==> src/rtl/dna_phy_reader.sv <==
// dna_phy_reader
// Reads the 57-bit factory device DNA out of an external DNA_PORT primitive
// over its serial CLK/READ/SHIFT/DIN/DOUT interface and presents it as a
// parallel word with a valid flag. A read runs automatically after reset and
// can be re-run with a start pulse.
//
// Optional feature macro: DNA_MATCH_EN adds output dna_match, which reports
// whether the last completed read equals EXPECTED_DNA.
//
// Ports:
//   sys_clk    in   system clock, all logic on the rising edge
//   sys_rst    in   synchronous active-high reset
//   start      in   one-cycle re-read request, ignored while busy
//   dna_clk    out  DNA_PORT.CLK (sys_clk / CLK_DIV)
//   dna_read   out  DNA_PORT.READ
//   dna_shift  out  DNA_PORT.SHIFT
//   dna_din    out  DNA_PORT.DIN, tied 0
//   dna_dout   in   DNA_PORT.DOUT
//   dna_value  out  captured DNA, bit 56 is the first bit out of the port
//   dna_valid  out  high while dna_value holds a complete read
//   busy       out  high from read start to completion
//   dna_match  out  (DNA_MATCH_EN only) last read == EXPECTED_DNA
//   dbg_state  out  current FSM state (0 IDLE, 1 LOAD, 2 SHIFT, 3 DONE)
//
// Handshake: start is a single-cycle pulse, accepted only while busy is low;
// dna_value is meaningful only while dna_valid is high.
module dna_phy_reader #(
  parameter int                   CLK_DIV      = 4,
  parameter int                   DNA_WIDTH    = 57,
  parameter logic [DNA_WIDTH-1:0] EXPECTED_DNA = '0
) (
  input  logic                 sys_clk,
  input  logic                 sys_rst,
  input  logic                 start,
  output logic                 dna_clk,
  output logic                 dna_read,
  output logic                 dna_shift,
  output logic                 dna_din,
  input  logic                 dna_dout,
  output logic [DNA_WIDTH-1:0] dna_value,
  output logic                 dna_valid,
  output logic                 busy,
`ifdef DNA_MATCH_EN
  output logic                 dna_match,
`endif
  output logic [1:0]           dbg_state
);

  localparam int CW  = (CLK_DIV > 2) ? $clog2(CLK_DIV) : 1;
  localparam int BCW = $clog2(DNA_WIDTH);
  localparam logic [CW-1:0]  DIV_LAST  = CW'(CLK_DIV - 1);
  localparam logic [CW-1:0]  DIV_FALL  = CW'(CLK_DIV / 2 - 1);
  localparam logic [BCW-1:0] LAST_BIT  = BCW'(DNA_WIDTH - 1);

  typedef enum logic [1:0] {ST_IDLE, ST_LOAD, ST_SHIFT, ST_DONE} state_t;

  state_t                 r_state, w_state;
  logic [CW-1:0]          r_div, w_div;
  logic [BCW-1:0]         r_bcnt, w_bcnt;
  logic                   r_dclk, w_dclk;
  logic                   r_read, w_read;
  logic                   r_shift, w_shift;
  logic                   r_pend, w_pend;
  logic [DNA_WIDTH-1:0]   r_sreg, w_sreg;
  logic [DNA_WIDTH-1:0]   r_value, w_value;
  logic                   r_valid, w_valid;
  logic                   r_busy, w_busy;
  logic                   r_match, w_match;
  logic                   w_rise, w_fall;

  // Events are decoded one cycle early so dna_clk changes on the edge where
  // the divider wraps (rise) or reaches CLK_DIV/2 (fall).
  assign w_rise = (r_div == DIV_LAST);
  assign w_fall = (r_div == DIV_FALL);

  always_comb begin
    w_state = r_state;
    w_div   = w_rise ? '0 : r_div + 1'b1;
    w_dclk  = w_rise ? 1'b1 : (w_fall ? 1'b0 : r_dclk);
    w_bcnt  = r_bcnt;
    w_read  = r_read;
    w_shift = r_shift;
    w_pend  = r_pend | (start & ~r_busy);
    w_sreg  = r_sreg;
    w_value = r_value;
    w_valid = r_valid;
    w_busy  = r_busy;
    w_match = r_match;
    case (r_state)
      ST_IDLE: begin
        if (w_fall && r_pend) begin
          w_read  = 1'b1;
          w_busy  = 1'b1;
          w_valid = 1'b0;
          w_match = 1'b0;
          w_pend  = 1'b0;
          w_state = ST_LOAD;
        end
      end
      ST_LOAD: begin
        // The dna_clk rise between the two falls has loaded the primitive,
        // so DOUT now presents the MSB.
        if (w_fall) begin
          w_read  = 1'b0;
          w_sreg  = {{(DNA_WIDTH-1){1'b0}}, dna_dout};
          w_shift = 1'b1;
          w_bcnt  = BCW'(1);
          w_state = ST_SHIFT;
        end
      end
      ST_SHIFT: begin
        if (w_fall) begin
          w_sreg = {r_sreg[DNA_WIDTH-2:0], dna_dout};
          w_bcnt = r_bcnt + 1'b1;
          if (r_bcnt == LAST_BIT) begin
            w_shift = 1'b0;
            w_state = ST_DONE;
          end
        end
      end
      default: begin
        w_value = r_sreg;
        w_valid = 1'b1;
        w_busy  = 1'b0;
        w_match = (r_sreg == EXPECTED_DNA);
        w_state = ST_IDLE;
      end
    endcase
  end

  always_ff @(posedge sys_clk) begin
    if (sys_rst) begin
      r_state <= ST_IDLE;
      r_div   <= '0;
      r_bcnt  <= '0;
      r_dclk  <= 1'b0;
      r_read  <= 1'b0;
      r_shift <= 1'b0;
      r_pend  <= 1'b1;  // auto-read after reset
      r_sreg  <= '0;
      r_value <= '0;
      r_valid <= 1'b0;
      r_busy  <= 1'b0;
      r_match <= 1'b0;
    end else begin
      r_state <= w_state;
      r_div   <= w_div;
      r_bcnt  <= w_bcnt;
      r_dclk  <= w_dclk;
      r_read  <= w_read;
      r_shift <= w_shift;
      r_pend  <= w_pend;
      r_sreg  <= w_sreg;
      r_value <= w_value;
      r_valid <= w_valid;
      r_busy  <= w_busy;
      r_match <= w_match;
    end
  end

  assign dna_clk   = r_dclk;
  assign dna_read  = r_read;
  assign dna_shift = r_shift;
  assign dna_din   = 1'b0;
  assign dna_value = r_value;
  assign dna_valid = r_valid;
  assign busy      = r_busy;
  assign dbg_state = r_state;

`ifdef DNA_MATCH_EN
  assign dna_match = r_match;
`else
  logic w_unused_match;
  assign w_unused_match = r_match;
`endif

endmodule

==> config.mk <==
export PLATFORM = sky130hd
export DESIGN_NAME = dna_phy_reader
export DESIGN_NICKNAME = d
export VERILOG_FILES = /design/src/rtl/dna_phy_reader.sv
export SDC_FILE = /design/constraint.sdc
export NUM_CORES = 1
export LEC_CHECK = 0
export CORE_UTILIZATION = 55
export DETAILED_ROUTE_END_ITERATION = 10
export PLACE_DENSITY = 0.8
export SETUP_SLACK_MARGIN = 0.3
export SLEW_MARGIN = 20
export SYNTH_ARGS = -nofsm -noshare
export SYNTH_HDL_FRONTEND = slang
export SYNTH_SLANG_ARGS = --single-unit
==> constraint.sdc <==
create_clock -name sys_clk -period 3.6 [get_ports sys_clk]
set_clock_uncertainty 0.1 [all_clocks]
set_input_delay 0.36 -clock sys_clk [delete_from_list [all_inputs] [get_ports sys_clk]]
set_output_delay 0.36 -clock sys_clk [all_outputs]
set_load 0.01 [all_outputs]
# Word level (Yosys, flattened, before mapping)
# Cells that the tools add are included.
[op_classes]
add_sub_neg = 2
n_mux = 24
n_reduce_logical = 13
eq_ne = 9
bitwise = 4
[ops]
columns = ["cell", "n"]
rows = [
  ["$mux W57", 2],
  ["$pmux W57 S2", 1],
  ["$mux W6", 2],
  ["$pmux W6 S2", 1],
  ["$mux W1", 9],
  ["$mux W2", 4],
  ["$ne A2 B2 Y1 const B", 4],
  ["$pmux W1 S2", 4],
  ["$reduce_and A4 Y1", 2],
  ["$add A6 B1 Y6 const B", 1],
  ["$eq A6 B6 Y1 const B", 1],
  ["$pmux W2 S3", 1],
  ["$reduce_and A3 Y1", 2],
  ["$reduce_bool A2 Y1", 3],
  ["$eq A2 B1 Y1 const B", 2],
  ["$eq A2 B2 Y1 const B", 2],
  ["$reduce_or A2 Y1", 2],
  ["$reduce_or A3 Y1", 1],
  ["$add A2 B1 Y2 const B", 1],
  ["$logic_not A2 Y1", 1],
  ["$not A1 Y1", 2],
  ["$reduce_and A2 Y1", 1],
  ["$and A1 B1 Y1", 1],
  ["$logic_and A1 B1 Y1", 1],
  ["$or A1 B1 Y1", 1],
]
[totals]
out_inout_bits = 65
elab_cells = 63
reg_bits = 130

# Depth between registers and ports, before layout
[depth]
word_depth = 5
mapped_depth = 10
mapped_depth_nobuf = 6

# Least setup slack after synthesis
# No wires, ideal clock.
[synth_path]
path_kind = "flip-flop to flip-flop"
from = "register r_state[0] (netlist: dbg_state[0])"
to = "register r_sreg[10]"
n_path_buf = 4
slack_ps = 1711
path_stages_with_launch = 11
setup_ps = 70
required_ps = 3430
synth_period_minus_slack_ps = 1889
arrival_time_ps = 1719
path_cell_list = "dfxtp_1 -> inv_1 -> ha_1 -> buf_4 -> o21bai_4 -> and2_1 -> buf_2 -> buf_4 -> buf_6 -> nand3_1 -> a21oi_1"
[synth_between]
elab_chain_cells = 3
word_cells_on_any_way = 7
cone_classes = "eq/ne: 4; mux: 1; reduce/logical: 2"
[synth_rtl]
columns = ["item", "line_no", "text"]
rows = [
  ["start: declaration", "57", "state_t r_state, w_state;"],
  ["start signal: assignment", "146", "r_state <= w_state;"],
  ["$eq A2 B1 Y1 / $eq A2 B2 Y1 (equally long branches)", "89", "case (r_state)"],
  ["$ne A2 B2 Y1 (no source line) / $reduce_bool A2 Y1 (equally long branches)", "-", ""],
  ["$reduce_and A3 Y1 (no source line)", "-", ""],
  ["end signal: assignment", "153", "r_sreg <= w_sreg;"],
  ["end: declaration", "64", "logic [DNA_WIDTH-1:0] r_sreg, w_sreg;"],
]
# Parallel ways exist; a longest one is shown, timed or not.
# A chain may end at the register's enable or synchronous reset.

# Worst setup path after layout
[layout_path]
from = "register r_state[0] (netlist: dbg_state[0])"
to = "register r_sreg[55]"
# Same word-level chain as after synthesis.

==> flow_summary_export.csv <==
group,metric,value,unit
clocking,cts_tree,"yes",
placed_design,post-place-ws,1.08,ns
pwr,p_sw,1.19,mW
synth,ys_warn_count,0,
grt,antenna_found_initial,0,
clocking,cts_max_path_buffers,2,
pwr,power_leakage,2.04,nW
timing,finalWorstSetupSlack,1.19,ns
synth,avgSynthCellArea,9.09,sq um
pwr,p_per_area,647,nW/um^2
clocking,root_buffer,"clkbuf_8",
timing,hold_violations,0,
floorplan,die_area,9200,sq um
critical_path,cp-end-kind,"flop",
synth,synth_mux_area_share,11.8,%
pwr,pwr-share-clk,43.5,%
worst_hold_path,hp-class,"input pin to flop",
worst_hold_path,min_to,"dna_value[20]",
pwr,internal_power,2.75,mW
synth,ys_seq_area_share,53.6,%
worst_hold_path,min_from,"sys_rst",
timing,fmaxAchievable,415,MHz
placed_design,place_inst,666,
timing,relSlewSlack,29.3,%
clocking,path_clk_slew,0.06,ns
critical_path,arrival,2.74,ns
grt,grt_pass1_wl,16300,um
clocking,numCtsBuffers,17,
grt,overflow,0,
pwr,finalPower,3.94,mW
synth,ys.flop_type,"dfxtp_1",
timing,tns,0,ns
floorplan,coreArea,8380,sq um
routing,drc,0,
critical_path,r2r_cells,5,
pwr,swShare,30.2,%
worst_hold_path,min_path_cells,2,
timing,finalSetupViolCount,0,
floorplan,start_util,57.9,%
critical_path,rr_endpoint,"r_sreg[55]",
synth,netlist_area,4850,sq um
critical_path,worstPathMaxFanout,58,
cells_and_area,fin_nets,592,
clocking,post_cts_buffers,0,
critical_path,worstPathRequired,3.93,ns
cells_and_area,diodes,0,
pwr,ir_worst_vdd,389,uV
grt,top_usage_layer,"met2",
routing,antenna_left,0,
pwr,p_comb_share,17.9,%
floorplan,die_w,95.9,um
routing,vias,3814,
clocking,htree_num_levels,4,
critical_path,cp-start-kind,"flop",
timing,tightest_slew,1.06,ns
placed_design,port_buffers,67,
cells_and_area,post-route-util,72.7,%
critical_path,r2r-start,"dbg_state[0]",
clocking,cts.sinks,130,
synth,synth_top_family_by_area,"simple AND/OR/NAND/NOR gates",
synth,syn_nets,546,
cells_and_area,drive_gt1_share,7.60,%
routing,first_iter_violations,207,
pwr,seq_power_share,38.6,%
clocking,clkLatencyLatePin,0.51,ns
synth,synth_xor_area_share,0.722,%
synth,synthSimpleGateAreaFrac,18.7,%
routing,finalWirelength,9850,um
flow_run,maxCapViolations,0,
critical_path,r2r_setup_slack,1.19,ns
grt,grt_max_degree,63,
grt,grt.met1_usage,27.9,%
critical_path,crit_type,"flop to flop",
synth,synth_compound_area_share,8.43,%
cells_and_area,final_cell_mix,"dfxtp_1 (130), nor2_1 (68), clkdlybuf4s50_1 (66), nand2_1 (63), a21oi_1 (63)",
synth,synth-seq-cells,130,
routing,firstDrtPassIters,4,
cells_and_area,area_delta_synth_final,25.6,%
grt,grt.total_usage,23.1,%
cells_and_area,final_common_cell,"dfxtp_1",
cells_and_area,nFillCells,607,
timing,rsz0062_at_grt,"false",
floorplan,num_rows,33,
routing,drt-vias-per-instance,5.47,
grt,grt_pass1_vias,3537,
placed_design,place_congestion,0.765,
synth,synthCells,534,
routing,wl_per_cell,14.1,um
synth,ys_types,35,
timing,fin_crit,2.41,ns
synth,async_reset_ff_share,0,%
floorplan,dieHeight,95.9,um
placed_design,dpl.hpwl,5660,um
grt,use_met3,7.35,%
cells_and_area,stdcell_count,697,
clocking,cts.repair.resized,0,
grt,use_met2,38.6,%
synth,synth_edf_count,0,
timing,final.period_utilization,66.9,%
timing,slew_viol_final,0,
clocking,ctsHoldBuffers,0,
synth,synth_fa_ha_area_share,2.06,%
floorplan,ios,69,
status,status,"finished, final reports clean",
-- kinds of logic after synthesis --
logic type,after synthesis
AND/OR/NAND/NOR,209
XOR/XNOR,4
flip-flops,130
AO/OA/AOI/OAI,75
other,1
buffers and inverters,50
multiplexers,57
adder cells (fa/ha/maj),8
-- layer usage --
metal / wire length (um) / vias up
li1: - / 1883
met1: 4530 / 1834
met2: 4770 / 83
met3: 441 / 14
met4: 112 / 0
met5: 0 / -
-- stage by stage --
step	instance area (sq um)	hold slack (ns)
floorplan	4850	0.332
global placement	5500	0.343
detailed placement	5500	0.360
CTS	6090	0.203
global route	6100	0.216
finish	6100	0.215
-- worst max-delay path, cell delays in order (launching register included) --
cell,delay [ns]
dfxtp_1,0.43
inv_1,0.11
ha_1,0.46
nand2_2,0.83
nand2_1,0.17
a21oi_1,0.20
-- registers in the layout, indices dropped and copies added, names as in the netlist --
signal and flops:
dbg_state 2, dna_valid 1, r_pend 1, dna_read 1
dna_clk 1, busy 1, r_sreg 57, dna_shift 1
dna_value 57, r_div 2, r_bcnt 6
-- power by group through the flow --
stage	logic [mW]	registers [mW]	clock network (mW)
after floorplan	0.564	1.55	0
after global placement	0.669	1.55	0
after detailed placement	0.686	1.55	0
after CTS	0.699	1.52	1.73
after global routing	0.774	1.53	1.80
final	0.704	1.52	1.72
-- how the worst max path moves through the flow --
| stage | startpoint | to | slack [ns] | cells past startpoint |
|---|---|---|---|---|
| 6_report | dbg_state[0] | r_sreg[55] | 1.19 | 5 |
| 3_3_place_gp | dbg_state[0] | r_sreg[21] | 1.20 | 5 |
| 4_1_cts | dbg_state[0] | r_sreg[21] | 0.95 | 5 |
| 5_1_grt | dbg_state[1] | r_sreg[55] | 0.98 | 5 |
| 2_1_floorplan | dbg_state[0] | r_sreg[10] | 1.71 | 10 |
| 3_5_place_dp | dbg_state[0] | r_sreg[37] | 1.08 | 5 |
-- synthesized netlist by cell type, types with 2 or more instances --
| master | number | area share (%) |
|---|---|---|
| nor2_1 | 68 | 5.3 |
| dfxtp_1 | 130 | 54 |
| nor2b_1 | 2 | 0.26 |
| buf_4 | 3 | 0.46 |
| nor3_1 | 3 | 0.31 |
| nand4_1 | 3 | 0.39 |
| or2_2 | 2 | 0.26 |
| ha_1 | 8 | 2.1 |
| a21oi_1 | 63 | 6.5 |
| clkbuf_1 | 19 | 1.5 |
| o21ai_0 | 5 | 0.52 |
| inv_1 | 7 | 0.54 |
| buf_2 | 14 | 1.4 |
| and2_1 | 2 | 0.26 |
| nand3_1 | 59 | 6.1 |
| mux2i_1 | 57 | 12 |
| buf_1 | 6 | 0.46 |
| nand2_1 | 64 | 4.9 |
| xor2_1 | 3 | 0.54 |
-- final cells by class --
| cell class | count | area [sq um] | share of cell area (%) |
|---|---|---|---|
| Sequential cell | 130 | 2600 | 42.7 |
| Multi-Input combinational cell | 354 | 2050 | 33.6 |
| Timing Repair Buffer | 70 | 691 | 11.3 |
| Clock buffer | 19 | 442 | 7.25 |
| Clock inverter | 12 | 156 | 2.57 |
| Tap cell | 105 | 131 | 2.16 |
| Inverter | 7 | 26.3 | 0.431 |
Note: power is estimated with default switching activity, not from simulation.
